--- src/rtl/dm_arb_pkg.sv ---
// Shared definitions for the data-memory port arbiter.
//   DEPTH_DEF / ADDR_W_DEF : default RAM size (words) and word-address width
//   state_t                : sequencer state encoding
//   be_legal()             : true for the byte-enable patterns a requester may issue
//   be_mask()              : expands a 4-bit byte enable into a 32-bit lane mask
package dm_arb_pkg;

  localparam int DEPTH_DEF  = 3072;
  localparam int ADDR_W_DEF = 12;

  typedef enum logic [2:0] {
    ST_IDLE = 3'd0,
    ST_RD   = 3'd1,
    ST_WAIT = 3'd2,
    ST_WR   = 3'd3,
    ST_RESP = 3'd4
  } state_t;

  function automatic logic be_legal(input logic [3:0] be);
    case (be)
      4'b1111, 4'b0011, 4'b1100,
      4'b0001, 4'b0010, 4'b0100, 4'b1000: return 1'b1;
      default:                            return 1'b0;
    endcase
  endfunction

  function automatic logic [31:0] be_mask(input logic [3:0] be);
    return {{8{be[3]}}, {8{be[2]}}, {8{be[1]}}, {8{be[0]}}};
  endfunction

endpackage

--- src/rtl/dm_port_arbiter_if.sv ---
// Bundle of the two requester ports and the RAM port of dm_port_arbiter.
//   p0_* / p1_* : req/we/be/addr/wdata (p0 also pc) in, ack/rdata/err out
//   mem_*       : en/we/addr/wdata out, rdata in (one cycle after a read strobe)
// Handshake: a requester raises req with stable fields and holds them until
// it sees a one-cycle ack; rdata/err are valid only with ack. It must drop req
// or present a new transaction in the cycle after ack.
// modport slave is the arbiter side, modport master the requester/RAM side.
interface dm_port_arbiter_if
  import dm_arb_pkg::*;
#(
  parameter int ADDR_W = ADDR_W_DEF
);
  logic              p0_req, p1_req;
  logic              p0_we, p1_we;
  logic [3:0]        p0_be, p1_be;
  logic [31:0]       p0_addr, p1_addr;
  logic [31:0]       p0_wdata, p1_wdata;
  logic [31:0]       p0_pc;
  logic              p0_ack, p1_ack;
  logic [31:0]       p0_rdata, p1_rdata;
  logic              p0_err, p1_err;
  logic              mem_en;
  logic              mem_we;
  logic [ADDR_W-1:0] mem_addr;
  logic [31:0]       mem_wdata;
  logic [31:0]       mem_rdata;

  modport slave (
    input  p0_req, p1_req, p0_we, p1_we, p0_be, p1_be,
           p0_addr, p1_addr, p0_wdata, p1_wdata, p0_pc, mem_rdata,
    output p0_ack, p1_ack, p0_rdata, p1_rdata, p0_err, p1_err,
           mem_en, mem_we, mem_addr, mem_wdata
  );

  modport master (
    output p0_req, p1_req, p0_we, p1_we, p0_be, p1_be,
           p0_addr, p1_addr, p0_wdata, p1_wdata, p0_pc, mem_rdata,
    input  p0_ack, p1_ack, p0_rdata, p1_rdata, p0_err, p1_err,
           mem_en, mem_we, mem_addr, mem_wdata
  );
endinterface

--- src/rtl/rr_arb2.sv ---
// Two-requester round-robin arbiter.
//   clk, reset : clock, asynchronous active-high reset
//   req[1:0]   : request lines
//   advance    : commit the current grant (arbiter sampling in IDLE)
//   gnt[1:0]   : one-hot grant, combinational from req and last_gnt
module rr_arb2 (
  input  logic       clk,
  input  logic       reset,
  input  logic [1:0] req,
  input  logic       advance,
  output logic [1:0] gnt
);
  // Index of the port granted most recently; resets to 1 so port 0 wins
  // the first tie.
  logic last_gnt;

  always_comb begin
    gnt = req;
    if (req == 2'b11) gnt = last_gnt ? 2'b01 : 2'b10;
  end

  always_ff @(posedge clk or posedge reset) begin
    if (reset)        last_gnt <= 1'b1;
    else if (advance) last_gnt <= gnt[1];
  end
endmodule

--- src/rtl/dm_port_arbiter.sv ---
// Two-port arbiter / access sequencer for the single-ported data RAM.
//   clk, reset : clock, asynchronous active-high reset
//   bus        : dm_port_arbiter_if.slave (requester ports and RAM port)
//   busy       : high whenever the sequencer is not IDLE
//   dbg_state  : current sequencer state
// Sub-byte stores are done as read-modify-write (RD, WAIT, WR).
// Optional build macro DM_ARB_LOG_EN prints one line per RAM write.
module dm_port_arbiter
  import dm_arb_pkg::*;
#(
  parameter int DEPTH  = DEPTH_DEF,
  parameter int ADDR_W = ADDR_W_DEF
) (
  input  logic               clk,
  input  logic               reset,
  dm_port_arbiter_if.slave   bus,
  output logic               busy,
  output state_t             dbg_state
);
  localparam logic [31:0] DEPTH_W = 32'(DEPTH);

  state_t      state, state_nx;
  logic [1:0]  gnt;
  logic        advance;

  // Fields of the transaction in flight.
  logic        port_q;
  logic        we_q;
  logic [3:0]  be_q;
  logic [31:0] addr_q;
  logic [31:0] wdata_q;
  logic [31:0] pc_q;
  logic        err_q;
  logic [31:0] rdata_q;
  logic [31:0] merged_q;

  // Winner's fields, selected by the grant.
  logic        w_sel, w_we, w_err;
  logic [3:0]  w_be, w_be_n;
  logic [31:0] w_addr, w_wdata;
  logic [31:0] mask_q;

  assign advance = (state == ST_IDLE) && (bus.p0_req || bus.p1_req);

  rr_arb2 u_arb (
    .clk     (clk),
    .reset   (reset),
    .req     ({bus.p1_req, bus.p0_req}),
    .advance (advance),
    .gnt     (gnt)
  );

  assign w_sel   = gnt[1];
  assign w_we    = w_sel ? bus.p1_we    : bus.p0_we;
  assign w_be    = w_sel ? bus.p1_be    : bus.p0_be;
  assign w_addr  = w_sel ? bus.p1_addr  : bus.p0_addr;
  assign w_wdata = w_sel ? bus.p1_wdata : bus.p0_wdata;
  // Unknown byte-enable patterns degrade to a full-word store.
  assign w_be_n  = be_legal(w_be) ? w_be : 4'hF;
  assign w_err   = {2'b00, w_addr[31:2]} >= DEPTH_W;
  assign mask_q  = be_mask(be_q);

  always_ff @(posedge clk or posedge reset) begin
    if (reset) state <= ST_IDLE;
    else       state <= state_nx;
  end

  always_comb begin
    state_nx = state;
    case (state)
      ST_IDLE: begin
        if (advance) begin
          if (w_err)                         state_nx = ST_RESP;
          else if (!w_we || w_be_n != 4'hF)  state_nx = ST_RD;
          else                               state_nx = ST_WR;
        end
      end
      ST_RD:   state_nx = ST_WAIT;
      ST_WAIT: state_nx = we_q ? ST_WR : ST_RESP;
      ST_WR:   state_nx = ST_RESP;
      ST_RESP: state_nx = ST_IDLE;
      default: state_nx = ST_IDLE;
    endcase
  end

  always_ff @(posedge clk or posedge reset) begin
    if (reset) begin
      port_q   <= 1'b0;
      we_q     <= 1'b0;
      be_q     <= 4'h0;
      addr_q   <= 32'h0;
      wdata_q  <= 32'h0;
      pc_q     <= 32'h0;
      err_q    <= 1'b0;
      rdata_q  <= 32'h0;
      merged_q <= 32'h0;
    end else if (advance) begin
      port_q   <= w_sel;
      we_q     <= w_we;
      be_q     <= w_be_n;
      addr_q   <= w_addr;
      wdata_q  <= w_wdata;
      pc_q     <= bus.p0_pc;
      err_q    <= w_err;
      // Cleared here so writes and range errors respond with zero.
      rdata_q  <= 32'h0;
      // Full writes go straight to WR with this; partial writes overwrite it.
      merged_q <= w_wdata;
    end else if (state == ST_WAIT) begin
      if (we_q) merged_q <= (bus.mem_rdata & ~mask_q) | (wdata_q & mask_q);
      else      rdata_q  <= bus.mem_rdata;
    end
  end

  always_comb begin
    bus.mem_en    = (state == ST_RD) || (state == ST_WR);
    bus.mem_we    = (state == ST_WR);
    bus.mem_addr  = addr_q[ADDR_W+1:2];
    bus.mem_wdata = merged_q;
    bus.p0_ack    = (state == ST_RESP) && !port_q;
    bus.p1_ack    = (state == ST_RESP) &&  port_q;
    bus.p0_rdata  = bus.p0_ack ? rdata_q : 32'h0;
    bus.p1_rdata  = bus.p1_ack ? rdata_q : 32'h0;
    bus.p0_err    = bus.p0_ack & err_q;
    bus.p1_err    = bus.p1_ack & err_q;
  end

  assign busy      = (state != ST_IDLE);
  assign dbg_state = state;

  // Address bits outside the RAM window and the PC only feed the write log.
  logic unused_ok;
  assign unused_ok = ^{addr_q[31:ADDR_W+2], addr_q[1:0], pc_q};

`ifdef DM_ARB_LOG_EN
  always @(posedge clk) begin
    if (!reset && state == ST_WR)
      $display("%d@%h: *%h <= %h", $time, port_q ? 32'h0 : pc_q,
               {addr_q[31:2], 2'b00}, merged_q);
  end
`else
`endif

endmodule
--- src/flat_wrapper.sv ---
// flat-port wrapper written by rule: the top's interface ports become plain ports
module dm_port_arbiter_flat import dm_arb_pkg::*;
#(
  parameter int DEPTH  = DEPTH_DEF,
  parameter int ADDR_W = ADDR_W_DEF
)
  (clk, reset, busy, dbg_state, bus_p0_req, bus_p1_req, bus_p0_we, bus_p1_we, bus_p0_be, bus_p1_be, bus_p0_addr, bus_p1_addr, bus_p0_wdata, bus_p1_wdata, bus_p0_pc, bus_mem_rdata, bus_p0_ack, bus_p1_ack, bus_p0_rdata, bus_p1_rdata, bus_p0_err, bus_p1_err, bus_mem_en, bus_mem_we, bus_mem_addr, bus_mem_wdata);
  dm_port_arbiter_if #(.ADDR_W(ADDR_W)) bus_i ();
  input  logic clk;
  input  logic reset;
  output logic busy;
  output state_t dbg_state;
  input wire logic [$bits(bus_i.p0_req)-1:0] bus_p0_req;
  input wire logic [$bits(bus_i.p1_req)-1:0] bus_p1_req;
  input wire logic [$bits(bus_i.p0_we)-1:0] bus_p0_we;
  input wire logic [$bits(bus_i.p1_we)-1:0] bus_p1_we;
  input wire logic [$bits(bus_i.p0_be)-1:0] bus_p0_be;
  input wire logic [$bits(bus_i.p1_be)-1:0] bus_p1_be;
  input wire logic [$bits(bus_i.p0_addr)-1:0] bus_p0_addr;
  input wire logic [$bits(bus_i.p1_addr)-1:0] bus_p1_addr;
  input wire logic [$bits(bus_i.p0_wdata)-1:0] bus_p0_wdata;
  input wire logic [$bits(bus_i.p1_wdata)-1:0] bus_p1_wdata;
  input wire logic [$bits(bus_i.p0_pc)-1:0] bus_p0_pc;
  input wire logic [$bits(bus_i.mem_rdata)-1:0] bus_mem_rdata;
  output wire logic [$bits(bus_i.p0_ack)-1:0] bus_p0_ack;
  output wire logic [$bits(bus_i.p1_ack)-1:0] bus_p1_ack;
  output wire logic [$bits(bus_i.p0_rdata)-1:0] bus_p0_rdata;
  output wire logic [$bits(bus_i.p1_rdata)-1:0] bus_p1_rdata;
  output wire logic [$bits(bus_i.p0_err)-1:0] bus_p0_err;
  output wire logic [$bits(bus_i.p1_err)-1:0] bus_p1_err;
  output wire logic [$bits(bus_i.mem_en)-1:0] bus_mem_en;
  output wire logic [$bits(bus_i.mem_we)-1:0] bus_mem_we;
  output wire logic [$bits(bus_i.mem_addr)-1:0] bus_mem_addr;
  output wire logic [$bits(bus_i.mem_wdata)-1:0] bus_mem_wdata;
  assign bus_i.p0_req = bus_p0_req;
  assign bus_i.p1_req = bus_p1_req;
  assign bus_i.p0_we = bus_p0_we;
  assign bus_i.p1_we = bus_p1_we;
  assign bus_i.p0_be = bus_p0_be;
  assign bus_i.p1_be = bus_p1_be;
  assign bus_i.p0_addr = bus_p0_addr;
  assign bus_i.p1_addr = bus_p1_addr;
  assign bus_i.p0_wdata = bus_p0_wdata;
  assign bus_i.p1_wdata = bus_p1_wdata;
  assign bus_i.p0_pc = bus_p0_pc;
  assign bus_i.mem_rdata = bus_mem_rdata;
  assign bus_p0_ack = bus_i.p0_ack;
  assign bus_p1_ack = bus_i.p1_ack;
  assign bus_p0_rdata = bus_i.p0_rdata;
  assign bus_p1_rdata = bus_i.p1_rdata;
  assign bus_p0_err = bus_i.p0_err;
  assign bus_p1_err = bus_i.p1_err;
  assign bus_mem_en = bus_i.mem_en;
  assign bus_mem_we = bus_i.mem_we;
  assign bus_mem_addr = bus_i.mem_addr;
  assign bus_mem_wdata = bus_i.mem_wdata;
  dm_port_arbiter #(.DEPTH(DEPTH), .ADDR_W(ADDR_W)) u_core (.clk(clk), .reset(reset), .bus(bus_i), .busy(busy), .dbg_state(dbg_state));
endmodule
--- config.mk ---
export PLATFORM = sky130hd
export DESIGN_NAME = dm_port_arbiter_flat
export DESIGN_NICKNAME = d
export VERILOG_FILES = /design/src/rtl/dm_arb_pkg.sv /design/src/rtl/dm_port_arbiter_if.sv /design/src/rtl/rr_arb2.sv /design/src/rtl/dm_port_arbiter.sv /design/src/flat_wrapper.sv
export SDC_FILE = /design/constraint.sdc
export NUM_CORES = 1
export LEC_CHECK = 0
export BUFFER_PORTS_ARGS = -buffer_cell sky130_fd_sc_hd__buf_2
export CAP_MARGIN = 20
export CORE_AREA = 2 2 124 126
export CTS_CLUSTER_SIZE = 28
export DETAILED_ROUTE_END_ITERATION = 7
export DIE_AREA = 0 0 126 128
export HOLD_SLACK_MARGIN = 0.15
export MAX_ROUTING_LAYER = met4
export PLACE_DENSITY = 0.79
export SLEW_MARGIN = 30
export SYNTH_ARGS = -nofsm -noshare
export SYNTH_HDL_FRONTEND = slang
export SYNTH_SLANG_ARGS = --single-unit
export TNS_END_PERCENT = 20
--- constraint.sdc ---
create_clock -name clk -period 3.8 [get_ports clk]
set_input_delay 0.38 -clock clk [delete_from_list [all_inputs] [get_ports clk]]
set_output_delay 0.38 -clock clk [all_outputs]
set_load 0.02 [all_outputs]
==> Flow_metrics.wiki, run 1 <==
{| class="wikitable"
! Metric !! Value
|-
| Syn Nets || 923
|-
| Number of search-and-repair iterations in the first detailed-routing pass || 4
|-
| First-pass GRT wire length || 31,300 um
|-
| Congestion Overflow GR || 0
|-
| Cell type with the largest total area after synthesis || dfrtp_1
|-
| RSZ-0062 raised after global routing || false
|-
| Clk Latency, worst-skew pair || 0.41 ns
|-
| Post-route core utilization || 0.575
|-
| Total number of H-tree levels || 4
|-
| Critical path fanouts, max || 22
|-
| DR vias || about 6k
|-
| Complex-gate fraction of the synthesized area || 0.144
|-
| Worst reg-to-reg path cell count || 4
|-
| Floorplan die height || 128 um
|-
| Number of hold violations in the final report || 0
|-
| Worst setup SP type || flop
|-
| Starting utilization of the core area || 0.425
|-
| Area share of the leading cell type in the synthesized netlist || 0.467
|-
| Simple-gate area share of the yosys netlist || 0.282
|-
| Post-cts repair resize count || 0
|-
| Total Nets Final || around 1.2k
|-
| Worst hold path cell count || 3
|-
| Sort of element at the end of the critical path || output pin
|-
| Most common cell in the netlist || nand2_1
|-
| Weighted congestion at the end of routability-driven global placement || 0.905
|-
| Clock root cell || clkbuf_16
|-
| Setup-violating endpoint count in the final report || 0
|-
| Data arrival time of the critical path || ~2.3 ns
|-
| Ys flop type || dfrtp_1
|-
| Cell family contributing the most delay on the critical path || simple AND/OR/NAND/NOR gates
|-
| Commonest cells in the synthesized netlist || nand2_1, dfrtp_1, and2_1
|-
| Crit path time final || 2.69 ns
|-
| Floorplan die area || 16,100 um^2
|-
| Clock tree from TritonCTS || done
|-
| Synth Area in XOR/XNOR || 0.00832
|-
| Buf/Inv on CP || 2
|-
| CP cell instances || nor4bb_4 -> buf_4 -> and2_1 -> buf_2
|-
| Share of synthesized area spent on multiplexers || 0.0540
|-
| Chip Width || 126 um
|-
| Number of storage elements in the synthesis netlist || 119
|-
| DRT Wirelength || 19,800 um
|-
| Worst min path class || in -> reg
|-
| Pwr/cell area || 522 nW/um^2
|-
| Leak Pwr || about 4.4 nW
|-
| Crit path largest cell delay || 0.70 ns
|-
| Maximum vdd ir drop || 0.000304 V
|-
| Clock input transition at the sequential cells of the worst setup and hold paths || 0.05 ns
|-
| Proportion of layout cells with a drive suffix above 1 || 0.348
|-
| Layout overhead on the synthesized area || 35.1%
|-
| Final period util || 0.707
|-
| Outcome || complete, no violations
|-
| Netlist area before placement || 6320 um^2
|-
| Number of buffer cells added on primary ports || between 200 and 300
|-
| Critical path startpoint || u_core.dbg_state[0]$_DFFE_PP0P_
|-
| Largest cells by area after synthesis || dfrtp_1, nand2_1, and2_1, mux2i_1, a31o_1
|-
| Crit Reg-Reg Startpoint || u_core.u_arb.last_gnt$_DFFE_PP1P_
|-
| Max capacitance violation total || 0
|-
| Dominant combinational cell family by area after synthesis || simple AND/OR/NAND/NOR gates
|-
| Setup CP Type || reg -> out
|-
| Cell variety after synth || 40
|-
| Largest net degree at the start of global routing || 129
|-
| DRT antenna net count || 0
|-
| Cell with the largest stage delay on the worst path || nor4bb_4
|-
| Max clock buf depth || 2
|-
| Wire per inst || 16.7 um
|-
| Worst slew slack as a fraction of its limit || 0.370
|-
| IO Pins || 324
|-
| Warning count from the yosys run || 0
|-
| Worst Hold Launch || bus_mem_rdata[14]
|-
| Core region area || 14,900 um^2
|-
| Number of core rows || 45
|-
| Avg Synthesized Cell Area || 8.81 um^2
|-
| Count of mapped cells out of synthesis || 717
|-
| Number of vias per cell || 5.15
|-
| Remaining design rule violation count || 0
|-
| Sink count of the clock tree || between 100 and 150
|-
| Required @ worst endpoint || 3.42 ns
|-
| Maximum clock frequency || 372 MHz
|-
| Sequential-to-total area share from yosys stat || 0.471
|-
| Max-slew violations || 0
|-
| Via count of the first global-routing pass || 6,065
|-
| Number of setup buffers added after CTS || 0
|-
| Gr usage total || 0.254
|-
| Initial drt markers || around 300
|-
| Worst-case clock skew || between 0.005 and 0.006 ns
|-
| Fraction of synthesis flops using an asynchronous set or reset pin || 1.00
|-
| Number of buffers inserted during clock tree synthesis || 17
|-
| Antenna violations before repair || 1
|-
| Fraction of the mapped netlist area in adder cells || 0
|-
| Final total negative setup slack || 0 ns
|-
| Sum of internal, switching and leakage power || 0.00446 W
|-
| Post-detail-place hpwl || 14,200 um
|-
| Measured slew at the worst slew-check pin || 0.942 ns
|-
| Number of cells on the critical path || 4
|-
| Number of flops mapped to enable cells by yosys || 0
|}
kinds of logic (layout without fill, tap and decap cells):
family | after synthesis | after routing
xor gates and xnor gates | 6 | 6
AOI/OAI and AO/OA | 129 | 129
muxes | 34 | 34
DFF | 119 | 119
other | 0 | 1
buffers and inverters | 56 | 333
and+or+nand+nor | 373 | 373
routing by layer:
| layer | global-route usage | vias up | share of wire |
|---|---|---|---|
| met5 | - | - | 0 |
| met4 | 0.0873 | 0 | 0.015 |
| met3 | 0.0330 | 22 | 0.053 |
| met2 | 0.449 | 255 | 0.52 |
| met1 | 0.301 | 2874 | 0.41 |
| li1 | - | 2947 | - |
placed cells by master (no fill, tap or decap), drive strengths merged, types with 2 or more instances in the layout:
master / count
a211oi: 2
a21o: 3
a21oi: 2
a221oi: 2
a31o: 33
a31oi: 14
a41oi: 2
and2: 101
buf: 299
bufinv: 3
clkbuf: 23
clkinv: 4
dfrtp: 118
inv: 2
mux2i: 33
nand2: 196
nand3: 32
nand4: 2
nor2: 25
nor4: 8
nor4b: 2
o21a: 32
o21ai: 35
or2: 2
xnor2: 6
repair_timing:
action                                  4_1_cts  5_1_grt
endpoints found under the setup margin        0        0
hold buffers                                  1        0
hold endpoints to repair                     51        0
registers in the layout, summed over array words and instances (netlist names):
register / cells
u_core.addr_q: 12
u_core.wdata_q: 32
u_core.be_q: 4
u_core.err_q: 1
u_core.u_arb.last_gnt: 1
u_core.we_q: 1
u_core.bus.mem_wdata: 32
u_core.rdata_q: 32
u_core.port_q: 1
u_core.dbg_state: 3
worst reg2reg max path, stage by stage (launching register included):
cell     delay, ns
dfstp_2       0.57
a21bo_2       0.72
nand4_1       0.24
o22ai_1       0.50
o21ai_0       0.14
stage by stage:
step | setup slack, ns | instances | hold slack, ns | area, um^2
after floorplan | 0.264 | 717 | 0.450 | 6320
final | 1.11 | 1183 | 0.199 | 8540
after detailed placement | 1.45 | 1150 | 0.479 | 7900
after global placement | 1.47 | 1150 | 0.472 | 7900
after CTS | 1.07 | 1182 | 0.177 | 8540
after global routing | 0.936 | 1183 | 0.189 | 8540
report_power, final:
group,switching [W],internal [W],total [W]
sequential,0.000164,0.00149,0.00166
clock,0.000541,0.00113,0.00167
combinational,0.000655,0.000476,0.00113
area by class of cell:
class	instances	area [um^2]
diodes	1	2.50
repair buffers	300	1550
multi-input cells	542	3140
well taps	188	235
clock inverters	8	118
inverters	2	12.5
flip-flops and latches	119	2980
clock buffers	23	508
fillers	1433	6320
worst paths after layout:
path	end	slack, ns
max	bus_p1_rdata[20]	1.11
min	u_core.rdata_q[14]$_DFFE_PP0P_	0.20
max reg2reg	u_core.dbg_state[2]$_DFFE_PP0P_	1.47
min reg2reg	u_core.wdata_q[31]$_DFFE_PP0P_	0.49
max in group asynchronous	u_core.u_arb.last_gnt$_DFFE_PP1P_	2.28
min in group asynchronous	u_core.wdata_q[2]$_DFFE_PP0P_	0.65
(Power assumes the default switching activity.)
==> run 2, diff against run 1 <==
Settings changed: ABC_AREA set to 1, CORE_AREA 2 2 124 126 to 2 2 126 128, DIE_AREA 0 0 126 128 to 0 0 128 130, PLACE_DENSITY 0.79 to 0.75.
Clock period 3.8 ns to 2.7 ns, I/O delays scaled along.
==> run 2 against run 1 <==
  * Area after synthesis decreased by 4.3%
  * Combinational power rose to 3.0 times the previous value
  * Register-to-register slack got worse by 1.1 ns
  * Via count rose by 8.8%
  * Sequential share of layout area fell by 0.39 points
  * Synthesized cell count up 15%
  * Critical path depth is 4 higher
  * Total power grew 88%
  * Non-clock buffer count up 44
  * Die area up 3.2%
  * Critical endpoint is now u_core.addr_q[7]$_DFFE_PP0P_
==> Flow_metrics.wiki, run 2 <==
{| class="wikitable"
! Metric !! Value
|-
| Number of setup buffers added after CTS || 0 (unchanged)
|-
| Measured slew at the worst slew-check pin || 0.669 ns (-0.273 ns)
|-
| Setup CP Type || reg -> reg
|-
| Most common cell in the netlist || nor2_1
|-
| Syn Nets || 1,033 (+12%)
|-
| Outcome || complete, no violations
|-
| Cell type with the largest total area after synthesis || dfrtp_1
|-
| Clk Latency, worst-skew pair || 0.41 ns (about the same)
|-
| Worst-case clock skew || 0.00912 ns (+0.00338 ns)
|-
| DR vias || 6,637 (+8.8%)
|-
| Proportion of layout cells with a drive suffix above 1 || 0.296 (-0.0517)
|-
| Warning count from the yosys run || 0 (unchanged)
|-
| Total Nets Final || 1,347 (+13%)
|-
| Number of core rows || 46 (+2.2%)
|-
| Commonest non-fill, non-tap cell in the layout || buf_2
|-
| RSZ-0062 raised after global routing || false
|-
| Cell variety after synth || 26 (-35%)
|-
| Maximum vdd ir drop || 0.000761 V (+150%)
|-
| Ys flop type || dfrtp_1
|-
| Number of buffer cells added on primary ports || 287 (unchanged)
|-
| Gr usage total || 0.243 (-0.0111)
|-
| Netlist area before placement || 6050 um^2 (-4.3%)
|-
| Crit path time final || 2.32 ns
|-
| Highest-count cells in the layout ignoring fill and taps || buf_2, nor2_1, nand2_1
|-
| Pwr/cell area || 970 nW/um^2 (+86%)
|-
| Remaining design rule violation count || 0 (unchanged)
|-
| Starting utilization of the core area || 0.392 (-0.0331)
|-
| Clock tree from TritonCTS || done
|-
| Avg Synthesized Cell Area || 7.31 um^2 (-17%)
|-
| Chip Width || 128 um (+1.6%)
|-
| Footprint of the multi-input gates || 2540 um^2 (-19%)
|-
| Commonest cells in the synthesized netlist || nor2_1, nand2_1, o21ai_0
|-
| Clock root cell || clkbuf_16
|-
| Sequential-to-total area share from yosys stat || 0.493 (+0.0213)
|-
| Worst slack on hold paths || 0.163 ns (-0.0355 ns)
|-
| Largest cells by area after synthesis || dfrtp_1, nor2_1, o21ai_0, nand2_1, inv_1
|-
| Filler Cell Count || 1,427 (-0.42%)
|-
| Sort of element at the end of the critical path || flop
|-
| Max capacitance violation total || 0 (unchanged)
|-
| Worst min path class || in -> reg
|-
| DRT Wirelength || 19,800 um (+0.21%)
|-
| Final total negative setup slack || 0 ns (unchanged)
|-
| Worst slew slack as a fraction of its limit || 0.554 (+0.184)
|-
| Setup-violating endpoint count in the final report || 0 (unchanged)
|-
| Number of buffers inserted during clock tree synthesis || 17 (unchanged)
|-
| Critical path fanouts, max || 29 (+32%)
|-
| Floorplan die height || 130 um (+1.6%)
|-
| Antenna diode instance count || 0 (-1)
|-
| Number of search-and-repair iterations in the first detailed-routing pass || 7 (+3)
|-
| Weighted congestion at the end of routability-driven global placement || 0.829 (-8.4%)
|-
| Required @ worst endpoint || 3.05 ns (-0.37 ns)
|-
| DRT antenna net count || 0 (unchanged)
|-
| Number of storage elements in the synthesis netlist || 119 (unchanged)
|-
| Number of flops mapped to enable cells by yosys || 0 (unchanged)
|-
| Layout overhead on the synthesized area || 42.9%
|-
| Flip-flop and latch area || 2980 um^2 (unchanged)
|-
| Initial drt markers || 404 (+38%)
|-
| Clock input transition at the sequential cells of the worst setup and hold paths || 0.06 ns (about the same)
|-
| Number of vias per cell || 4.93 (-4.3%)
|-
| Data arrival time of the critical path || 2.67 ns (+0.36 ns)
|-
| Fraction of synthesis flops using an asynchronous set or reset pin || 1.00 (unchanged)
|-
| First-pass GRT wire length || 30,600 um (-2.3%)
|-
| Core region area || 15,400 um^2 (+3.8%)
|-
| Number of hold violations in the final report || 0 (unchanged)
|-
| Wire per inst || 14.7 um (-12%)
|-
| Final period util || 0.858
|-
| Sink count of the clock tree || 119 (unchanged)
|-
| Max-slew violations || 0 (unchanged)
|-
| Floorplan die area || 16,600 um^2 (+3.2%)
|-
| Post-detail-place hpwl || 13,300 um (-6.0%)
|-
| Count of mapped cells out of synthesis || 827 (+15%)
|-
| IO Pins || 324 (unchanged)
|-
| Maximum clock frequency || 432 MHz
|-
| Antenna violations before repair || 0 (-1)
|-
| Max clock buf depth || 2 (unchanged)
|-
| Via count of the first global-routing pass || 6,257 (+3.2%)
|-
| Congestion Overflow GR || 0 (unchanged)
|-
| Worst setup SP type || flop
|-
| Total number of H-tree levels || 4 (unchanged)
|-
| Area share of the leading cell type in the synthesized netlist || 0.488 (+0.0211)
|-
| Leak Pwr || 4.45 nW (+1.9%)
|-
| Largest net degree at the start of global routing || 120 (-7.0%)
|}
-- run 2: changes by cell type after synthesis, sizes merged, moves of 33 or more --
| cell | delta |
|---|---|
| o21ai | +103 |
| a31o | -33 |
| inv | +83 |
| and2 | -101 |
| nor2 | +179 |
| nand2 | -38 |
-- run 2: through the flow --
step                total power (W)   util  cells  worst slack [ns]  area [um^2]
finish                      0.00838  0.560   1346             0.383         8640
global route                0.00897  0.560   1346             0.117         8640
CTS                         0.00843  0.560   1346             0.368         8640
detailed placement          0.00619  0.495   1271             0.517         7640
global placement            0.00610  0.495   1271             0.535         7640
floorplan                   0.00504      -    827             0.745         6050
-- run 2: critical path, cell delays in order, from the launching register on --
cell and delay, ns:
dfrtp_1 0.41, inv_1 0.12, nand2_1 0.08, nor2_2 0.19, o21ai_4 0.19, inv_2 0.41, o21ai_0 0.16, o21ai_1 0.13
dlygate4sd3_1 0.55
-- run 2: layout make-up --
cell class / count / area share
clock buffer: 24 / 0.0581
inverter: 85 / 0.0374
multi-input combinational: 574 / 0.294
timing repair buffer: 344 / 0.230
tap: 192 / 0.0278
clock inverter: 8 / 0.00811
sequential: 119 / 0.345
-- run 2: routing by layer --
layer	vias up	track usage	part of all wire
met5	-	-	0
met4	0	0.0924	0.014
met3	21	0.0390	0.051
met2	251	0.406	0.50
met1	3104	0.300	0.44
li1	3261	-	-
-- run 2: cell families (layout without fill, tap and decap cells) --
group,count (synthesis),after routing,synth area share
and+or+nand+nor,380,380,0.242
AOI/OAI and AO/OA,193,193,0.173
buffers and inverters,134,461,0.0906
DFF,119,119,0.493
muxes,1,1,0.00166
-- run 2: power breakdown --
part	leakage (nW)	switching, W	internal (W)	total [W]
clock	0.282	0.000776	0.00138	0.00215
combinational	2.70	0.00232	0.00112	0.00343
sequential	1.47	0.000354	0.00244	0.00279
total	4.45	0.00345	0.00493	0.00838
-- run 2: timing repair --
item,CTS,global route
gates resized for setup,0,0
hold buffers,43,0
endpoints found under the hold margin,159,0
-- run 2: worst paths after layout --
| path | from | endpoint | slack, ns | cells after the start |
|---|---|---|---|---|
| setup / recovery | u_core.dbg_state[1]$_DFFE_PP0P_ | u_core.addr_q[7]$_DFFE_PP0P_ | 0.38 | 8 |
| hold / removal | bus_p1_addr[10] | u_core.addr_q[10]$_DFFE_PP0P_ | 0.16 | 3 |
| setup reg to reg | u_core.dbg_state[1]$_DFFE_PP0P_ | u_core.addr_q[7]$_DFFE_PP0P_ | 0.38 | 8 |
| hold reg to reg | u_core.u_arb.last_gnt$_DFFE_PP1P_ | u_core.u_arb.last_gnt$_DFFE_PP1P_ | 0.46 | 2 |
| max in group asynchronous | reset | u_core.bus.mem_wdata[13]$_DFFE_PP0P_ | 1.61 | 4 |
| min in group asynchronous | reset | u_core.rdata_q[25]$_DFFE_PP0P_ | 0.56 | 4 |
